==> src/rtl/route_alloc.sv <==
// route_alloc: per-input route capture, per-output round-robin arbitration and packet-long locks.
// Optional lock watchdog is compiled in with `define ROUTE_ALLOC_TIMEOUT_EN.
module route_alloc_lane #(
    parameter int N  = 2,
    parameter int W  = 1,
    parameter int TO = 255
) (
    input  logic         clk,
    input  logic         rst_n,
    input  logic         valid_i,
    input  logic [W-1:0] dest_i,
    input  logic         last_i,
    input  logic         win_i,
    output logic         req_o,
    output logic         lock_d_o,
    output logic [W-1:0] dest_d_o,
    output logic         lock_o,
    output logic [W-1:0] dest_o,
    output logic         err_o
);
    typedef enum logic [1:0] {IDLE, REQ, LOCKED} state_e;

    state_e       state_q, state_d;
    logic [W-1:0] dest_q, dest_d;
    logic         lock_q;
    logic         err_q, err_d;
    logic         err_seen_q, err_seen_d;
    logic         in_range, fire, timeout;

    assign in_range = {1'b0, dest_i} < (W+1)'(N);
    assign fire     = valid_i & (state_q == LOCKED);
    assign req_o    = (state_q == REQ) & valid_i & in_range;

`ifdef ROUTE_ALLOC_TIMEOUT_EN
    localparam int CW = $clog2(TO + 1);
    logic [CW-1:0] cnt_q, cnt_d;

    // Counts consecutive locked cycles without a transfer.
    always_comb begin
        cnt_d = '0;
        if (state_q == LOCKED && !fire) cnt_d = cnt_q + 1'b1;
    end
    assign timeout = (state_q == LOCKED) && !fire && (cnt_q == CW'(TO - 1));

    always_ff @(posedge clk or negedge rst_n) begin
        if (!rst_n) cnt_q <= '0;
        else        cnt_q <= cnt_d;
    end
`else
    logic [31:0] unused_to;
    assign unused_to = TO;
    assign timeout   = 1'b0;
`endif

    always_comb begin
        state_d    = state_q;
        dest_d     = dest_q;
        err_d      = 1'b0;
        err_seen_d = err_seen_q & valid_i;
        case (state_q)
            IDLE: begin
                if (valid_i) begin
                    if (in_range) begin
                        state_d = REQ;
                    end else if (!err_seen_q) begin
                        // Bad destination reported once until valid drops.
                        err_d      = 1'b1;
                        err_seen_d = 1'b1;
                    end
                end
            end
            REQ: begin
                if (!valid_i) begin
                    state_d = IDLE;
                end else if (win_i) begin
                    state_d = LOCKED;
                    dest_d  = dest_i;
                end
            end
            LOCKED: begin
                if ((fire && last_i) || timeout) state_d = IDLE;
            end
            default: state_d = IDLE;
        endcase
        if (state_d != LOCKED) dest_d = '0;
    end

    assign lock_d_o = (state_d == LOCKED);
    assign dest_d_o = dest_d;
    assign lock_o   = lock_q;
    assign dest_o   = dest_q;
    assign err_o    = err_q;

    always_ff @(posedge clk or negedge rst_n) begin
        if (!rst_n) begin
            state_q    <= IDLE;
            dest_q     <= '0;
            lock_q     <= 1'b0;
            err_q      <= 1'b0;
            err_seen_q <= 1'b0;
        end else begin
            state_q    <= state_d;
            dest_q     <= dest_d;
            lock_q     <= (state_d == LOCKED);
            err_q      <= err_d;
            err_seen_q <= err_seen_d;
        end
    end
endmodule

module route_alloc #(
    parameter  int number_ports   = 2,
    parameter  int timeout_cycles = 255,
    localparam int W              = $clog2(number_ports)
) (
    input  logic                      clk,
    input  logic                      rst_n,
    input  logic [number_ports-1:0]   in_valid,
    input  logic [W*number_ports-1:0] in_dest,
    input  logic [number_ports-1:0]   in_last,
    output logic [number_ports-1:0]   grant,
    output logic [W*number_ports-1:0] destinations,
    output logic [number_ports-1:0]   out_busy,
    output logic [number_ports-1:0]   err_dest
);
    localparam int N = number_ports;

    logic [N-1:0]          req, win, lock_d;
    logic [N-1:0][W-1:0]   dest_d;
    logic [N-1:0][W-1:0]   rr_q, rr_d;
    logic [N-1:0]          out_busy_q, out_busy_d;

    genvar gi;
    generate
        for (gi = 0; gi < N; gi++) begin : g_lane
            route_alloc_lane #(.N(N), .W(W), .TO(timeout_cycles)) u_lane (
                .clk      (clk),
                .rst_n    (rst_n),
                .valid_i  (in_valid[gi]),
                .dest_i   (in_dest[gi*W +: W]),
                .last_i   (in_last[gi]),
                .win_i    (win[gi]),
                .req_o    (req[gi]),
                .lock_d_o (lock_d[gi]),
                .dest_d_o (dest_d[gi]),
                .lock_o   (grant[gi]),
                .dest_o   (destinations[gi*W +: W]),
                .err_o    (err_dest[gi])
            );
        end
    endgenerate

    // Outputs arbitrate independently; a busy output (registered) is never re-granted
    // in the cycle its lock releases.
    always_comb begin
        logic found;
        int   k;
        win   = '0;
        rr_d  = rr_q;
        found = 1'b0;
        k     = 0;
        for (int j = 0; j < N; j++) begin
            found = 1'b0;
            if (!out_busy_q[j]) begin
                for (int o = 0; o < N; o++) begin
                    k = int'(rr_q[j]) + o;
                    if (k >= N) k = k - N;
                    if (!found && req[k] && in_dest[k*W +: W] == W'(j)) begin
                        found   = 1'b1;
                        win[k]  = 1'b1;
                        rr_d[j] = (k == N - 1) ? '0 : W'(k + 1);
                    end
                end
            end
        end
    end

    always_comb begin
        out_busy_d = '0;
        for (int i = 0; i < N; i++) begin
            if (lock_d[i]) out_busy_d[dest_d[i]] = 1'b1;
        end
    end

    assign out_busy = out_busy_q;

    always_ff @(posedge clk or negedge rst_n) begin
        if (!rst_n) begin
            rr_q       <= '0;
            out_busy_q <= '0;
        end else begin
            rr_q       <= rr_d;
            out_busy_q <= out_busy_d;
        end
    end
endmodule

==> config.mk <==
export PLATFORM = sky130hd
export DESIGN_NAME = route_alloc
export DESIGN_NICKNAME = d
export VERILOG_FILES = /design/src/rtl/route_alloc.sv
export SDC_FILE = /design/constraint.sdc
export NUM_CORES = 1
export LEC_CHECK = 0
export ABC_AREA = 1
export CAP_MARGIN = 30
export CORE_ASPECT_RATIO = 1.2
export CORE_MARGIN = 3
export CORE_UTILIZATION = 40
export CTS_CLUSTER_DIAMETER = 30
export DETAILED_ROUTE_END_ITERATION = 10
export PLACE_DENSITY = 0.79
export SETUP_SLACK_MARGIN = 0.5
export SLEW_MARGIN = 20
export SYNTH_ARGS = -nofsm -noshare
export SYNTH_HDL_FRONTEND = slang
export SYNTH_HIERARCHICAL = 1
export SYNTH_SLANG_ARGS = --single-unit
==> constraint.sdc <==
create_clock -name clk -period 1.6 [get_ports clk]
set_clock_uncertainty 0.15 [all_clocks]
set_input_delay 0.48 -clock clk [delete_from_list [all_inputs] [get_ports clk]]
set_output_delay 0.48 -clock clk [all_outputs]
set_load 0.03 [all_outputs]
==> summary.md, run 1 <==
| Metric | Value |
|---|---|
| Run status | finished with violations |
| Failing checks | negative setup slack |
| Sink Count | 12 |
| Core area | 1483 um^2 |
| Synthesis-to-finish area growth | 68.97% |
| Via-to-Cell Ratio | 4.837 |
| DRC | 0 |
| Clk_lat worst skew | 270 ps |
| Unrepaired setup endpoints after global routing | yes |
| CP Class | flop to flop |
| 1st-iter DRT viols | 11 |
| Row count | 15 |
| Post-CTS Hold Buffers | 0 |
| Gate Count Post-Synth | 93 |
| Largest net degree at the start of global routing | 13 |
| CTS clk-pin slew, worst paths | 80 ps |
| Post-route ant nets | 0 |
| Clock period minus worst slack | ~1900 ps |
| Flops & latches, synth | 12 |
| CTS tree | built |
| Core Util, Final | 74.43% |
| Total grt overflow | 0 |
| Ranking of synthesized cells by instance count | 25 x nand2_1, 23 x inv_1, 13 x nor2_1 |
| H-tree Lvls | 1 |
| First-pass GRT wire length | approximately 3.0 mm |
| Share of cells above drive strength 1 | 51.54% |
| Critical Path AT | 1940 ps |
| CTS Buf Count | 3 |
| Initial antenna violation count | 0 |
| Final WL | 1.999 mm |
| Yosys Warn Count | 6 |
| Top_reg_cell synth | dfrtp_1 |
| Nets@finish | 139 |
| GP Congestion | 0.8166 |
| Antenna cell count | 0 |
| CP Max Fanout | 4 |
| Max IR drop VDD | between 0.5 and 0.6 mV |
| Die area | 2156 um^2 |
| Gr usage total | about a fifth |
| WL/cell | 13.60 um |
| Crit path capture type | flop |
| Synth unique cells | 12 |
| Die Width | 42.89 um |
| Maximum clock path buffer count | 2 |
| Final setup fails | 9 |
| Worst r2r src | g_lane[0].u_lane/state_q[0] |
| Seq/Total Area, Yosys | 45.98% |
| Final Hold Vio Count | 0 |
| Cell Area, Synth | between 600 and 700 um^2 |
| Placed inst area | 899.6 um^2 |
| Syn Area/Cell | 7.023 um^2 |
| Die height | around 50 um |
| Cells on worst reg2reg path | 12 |
| # port buffers | 13 |
| Final worst path period share | 120.9% |
| Post-synth top area share | 45.98% |
| Count leader, synth | nand2_1 |
| PD cells | 795.8 nW/um^2 |
| Area contributors post-synth | dfrtp_1 46%, nand2_1 14%, inv_1 13% |
| Drt pass-1 iters | 4 |
| Ports | 16 |
| Root Driver | clkbuf_4 |
| TNS Setup | -1809 ps |
| EDFF count, synth | 0 |
| Worst Setup Start Kind | flop |
| HPWL after DPL | 1.071 mm |
| Max-Cap Viols | 0 |
| Max Slew Vio Count | 0 |
| Final Instance Area | 1104 um^2 |
| Fmax | 0.5167 GHz |
| Via count | about 700 |
| Starting density of the core | roughly 44% |
| Setup ws final | -335.2 ps |
| Yosys top cell by area | dfrtp_1 |
| Leak | 0.5884 nW |
| Min-Delay Path Class | input pin to async pin |
| Synthesized Nets | between 100 and 150 |
| Vias in the first global route | 720 |
| Async set or reset register ratio after synthesis | 100.0% |
| Crit path launch | g_lane[0].u_lane/state_q[0] |
| Required @ worst endpoint | ~1600 ps |
==> flip-flops by register name (all words and copies together), names as in the netlist <==
register,count
g_lane.u_lane/dest_o,2
g_lane.u_lane/lock_o,2
g_lane.u_lane/state_q,4
out_busy,2
rr_q,2
==> routing by layer <==
layer	wire [um]	vias up	GRT usage, %
met5	0	-	0
met4	66	0	10.88
li1	-	342	-
met3	51	8	2.151
met1	727	343	18.10
met2	1154	18	36.25
==> report_power, final <==
part	internal (mW)	switching (mW)
clock network	0.138	0.106
logic	0.116	0.152
registers	0.338	0.0278
==> stage by stage <==
stage                     hold slack, ps  std cells  worst slack (ps)  power, mW
final                              347.5        147            -335.2     0.8782
after global routing               363.0        147            -439.3     0.9250
after CTS                          339.5        144            -223.6     0.8508
after detailed placement           358.6        132            -919.1     0.5727
after global placement             343.9        132            -848.6     0.5644
after floorplan                    34.41         93            -105.8     0.4874
==> layout make-up <==
| class | instances | area [um^2] |
|---|---|---|
| Inverter | 23 | 88.84 |
| Fill cell | 117 | 379.1 |
| Clock buffer | 4 | 36.28 |
| Sequential cell | 12 | 304.0 |
| Tap cell | 17 | 21.27 |
| Multi-Input combinational cell | 56 | 350.3 |
| Timing Repair Buffer | 35 | 302.8 |
==> worst max-delay path, stage by stage (launching register included) <==
cell     delay [ps]
dfrtp_1         420
inv_1           100
nor2_4          170
inv_2            60
nor2_4          120
nand2_1          70
nand2_1          70
nand2_1          90
nand2_2         100
nor2_2           40
nor2_2          150
inv_2            70
a22o_1          210
==> timing repair <==
action | 4_1_cts | 5_1_grt
gates resized for setup | 27 | 11
buffers inserted | 8 | 3
endpoints found under the setup margin | 18 | 18
pin swaps | 15 | 5
==> cell usage in the layout (no fill, tap or decap), types with 4 or more instances in the layout <==
cell	instances
nand2_2	7
nand2_1	15
inv_1	15
nor2_4	4
buf_4	20
nor2_2	4
nand3_1	6
dfrtp_1	9
inv_2	7
buf_6	8
nor2_1	8
==> worst paths after layout <==
kind / end / slack (ps)
worst max-delay path: out_busy[1] / -340
worst min-delay path: rr_q[0] / 350
worst max register to register: out_busy[1] / -340
worst min register to register: rr_q[0] / 380
max in group asynchronous: g_lane[0].u_lane/dest_o / 780
min in group clk: rr_q[0] / 380
==> logic make-up after synthesis <==
kind of cell	after synthesis	share of synthesized area, %
flops	12	45.98
simple gates	50	32.38
other cells	2	1.150
compound gates	4	4.982
buf+inv	25	15.52
Power figures use the tool's default switching activity.
==> run 2, diff against run 1 <==
--- a/config.mk
+++ b/config.mk
@@ -14,6 +14,7 @@
 export DETAILED_ROUTE_END_ITERATION = 10
 export PLACE_DENSITY = 0.79
 export SETUP_SLACK_MARGIN = 0.5
+export SKIP_CTS_REPAIR_TIMING = 1
 export SLEW_MARGIN = 20
 export SYNTH_ARGS = -nofsm -noshare
 export SYNTH_HDL_FRONTEND = slang
==> run 2 against run 1 <==
Against the previous run:
- the flow still finishes with violations (negative setup slack)
- largest cell class is now registers
- worst setup slack improved by 83 ps
- cell count decreased by 4.8%
- global-route usage decreased by 3.9 points
- register-to-register slack improved by 80 ps
- sequential power about the same
- sequential share of layout area increased by 2.5 points
- via count decreased by 8.4%
- power decreased by 5.5%
- non-clock buffer count decreased by 7
==> summary.md, run 2 (synthesis gave the netlist of run 1 again) <==
| Metric | Value |
|---|---|
| Run status | finished with violations |
| Failing checks | negative setup slack |
| Ports | 16 (unchanged) |
| Worst r2r src | g_lane[0].u_lane/state_q[1] |
| Clock period minus worst slack | 1853 ps (-82.66 ps) |
| Crit path capture type | flop |
| Die height | 50.27 um (unchanged) |
| Unrepaired setup endpoints after global routing | yes |
| Synthesis-to-finish area growth | 54.79% |
| Layout fillers | 127 (+8.5%) |
| H-tree Lvls | 1 (unchanged) |
| Antenna cell count | 0 (unchanged) |
| Reg2Reg Setup Slack | -250 ps (+80 ps) |
| Power, Total | 0.8300 mW (-5.5%) |
| Post-route ant nets | 0 (unchanged) |
| # port buffers | 13 (unchanged) |
| Root Driver | clkbuf_4 |
| Core Util, Final | 68.19% (-6.2 points) |
| Sink Count | 12 (unchanged) |
| Leak | 0.5748 nW (-2.3%) |
| HPWL after DPL | 1.071 mm (unchanged) |
| Max reg flops | 4 (unchanged) |
| Drt pass-1 iters | 4 (unchanged) |
| Die area | 2156 um^2 (unchanged) |
| Worst Setup Start Kind | flop |
| 1st-iter DRT viols | 1 (-10) |
| Die Width | 42.89 um (unchanged) |
| Core area | 1483 um^2 (unchanged) |
| Most common cell after layout, fill and taps aside | nand2_1 |
| Commonest non-fill, non-tap cells in the layout | 21 x nand2_1, 16 x inv_1, 15 x buf_4, 10 x nor2_1, 9 x dfrtp_1 |
| Post-Layout Cell Count | 140 (-4.8%) |
| Vias in the first global route | 594 (-18%) |
| Via-to-Cell Ratio | 4.650 (-3.9%) |
| Nets@finish | 132 (-5.0%) |
| TNS Setup | -1139 ps (+669.9 ps) |
| Setup ws final | -252.5 ps (+82.66 ps) |
| Final Hold Vio Count | 0 (unchanged) |
| Final Instance Area | 1011 um^2 (-8.4%) |
| Clk_lat worst skew | 270 ps (about the same) |
| Max Slew Vio Count | 0 (unchanged) |
| CTS tree | built |
| WL/cell | 11.44 um (-16%) |
| Starting density of the core | 44.05% (unchanged) |
| Via count | 651 (-8.4%) |
| Maximum clock path buffer count | 2 (unchanged) |
| Max IR drop VDD | 0.4535 mV (-16%) |
| Share of cells above drive strength 1 | 39.02% (-13 points) |
| CTS clk-pin slew, worst paths | 80 ps (about the same) |
| Post-placement cell count | 132 (unchanged) |
| DRC | 0 (unchanged) |
| Fmax | 0.5398 GHz (+4.5%) |
| Final WL | 1.602 mm (-20%) |
| CP Class | flop to flop |
| RR Endpoint | out_busy[1] |
| Cells on worst reg2reg path | 13 (+1) |
| Largest net degree at the start of global routing | 13 (unchanged) |
| Required @ worst endpoint | 1610 ps (about the same) |
| Min-Delay Path Class | input pin to async pin |
| GP Congestion | 0.8166 (unchanged) |
| Initial antenna violation count | 0 (unchanged) |
| Row count | 15 (unchanged) |
| First-pass GRT wire length | 2.304 mm (-22%) |
| Final setup fails | 7 (-2) |
| PD cells | 820.9 nW/um^2 (+3.2%) |
| Critical Path AT | 1860 ps (-80 ps) |
| Max-Cap Viols | 0 (unchanged) |
| WHS | 344.0 ps (-3.517 ps) |
| Final worst path period share | 115.8% (-5.2 points) |
| Gr usage total | 14.83% (-3.9 points) |
| Largest register by flop count | g_lane.u_lane/state_q |
| CP Max Fanout | 4 (unchanged) |
| Placement Setup Slack | -919.1 ps (unchanged) |
| Placed inst area | 899.6 um^2 (unchanged) |
| Total grt overflow | 0 (unchanged) |
| CTS Buf Count | 3 (unchanged) |
## run 2: cell count changes in the layout (fill, tap and decap cells not counted), sizes merged
cell	delta
buf	-8
clkdlybuf4s15	-1
dlygate4sd2	-2
dlymetal6s2s	+4
## run 2: final cells by class
cell class / count / area (um^2) / area share (%)
Clock buffer: 4 / 36.28 / 3.589
Tap cell: 17 / 21.27 / 2.104
Inverter: 23 / 86.33 / 8.540
Sequential cell: 12 / 304.0 / 30.07
Timing Repair Buffer: 28 / 260.3 / 25.74
Multi-Input combinational cell: 56 / 302.8 / 29.95
## run 2: power breakdown
part	switching, mW	internal [mW]	leakage [nW]
combinational	0.128	0.0983	0.401
sequential	0.0244	0.338	0.153
clock	0.103	0.138	0.0210
## run 2: routing by layer
| layer | up-vias | global-route usage (%) | wire length [um] |
|---|---|---|---|
| li1 | 327 | - | - |
| met4 | 0 | 12.95 | 43 |
| met1 | 308 | 14.25 | 622 |
| met2 | 11 | 26.50 | 891 |
| met5 | - | 0 | 0 |
| met3 | 5 | 2.151 | 44 |
## run 2: how the worst max path moves through the flow
stage | depth (start not counted) | slack (ps) | end | from
after detailed placement | 13 | -920 | out_busy[1] | in_valid[0]
after global routing | 13 | -380 | out_busy[1] | g_lane[0].u_lane/state_q[1]
after CTS | 13 | -620 | out_busy[1] | in_valid[0]
after floorplan | 13 | -110 | out_busy[1] | g_lane[0].u_lane/state_q[1]
after global placement | 13 | -850 | out_busy[1] | in_valid[0]
final | 13 | -250 | out_busy[1] | g_lane[0].u_lane/state_q[1]
## run 2: critical path, stage by stage, from the launching register on
cell	delay, ps
dfrtp_1	400
inv_2	100
nand2_8	50
nor2_4	120
inv_2	50
nor2_4	100
nand2_1	60
nand2_1	60
nand2_1	60
nand2_2	90
nor2_2	40
nor2_2	170
inv_2	70
a22o_1	210
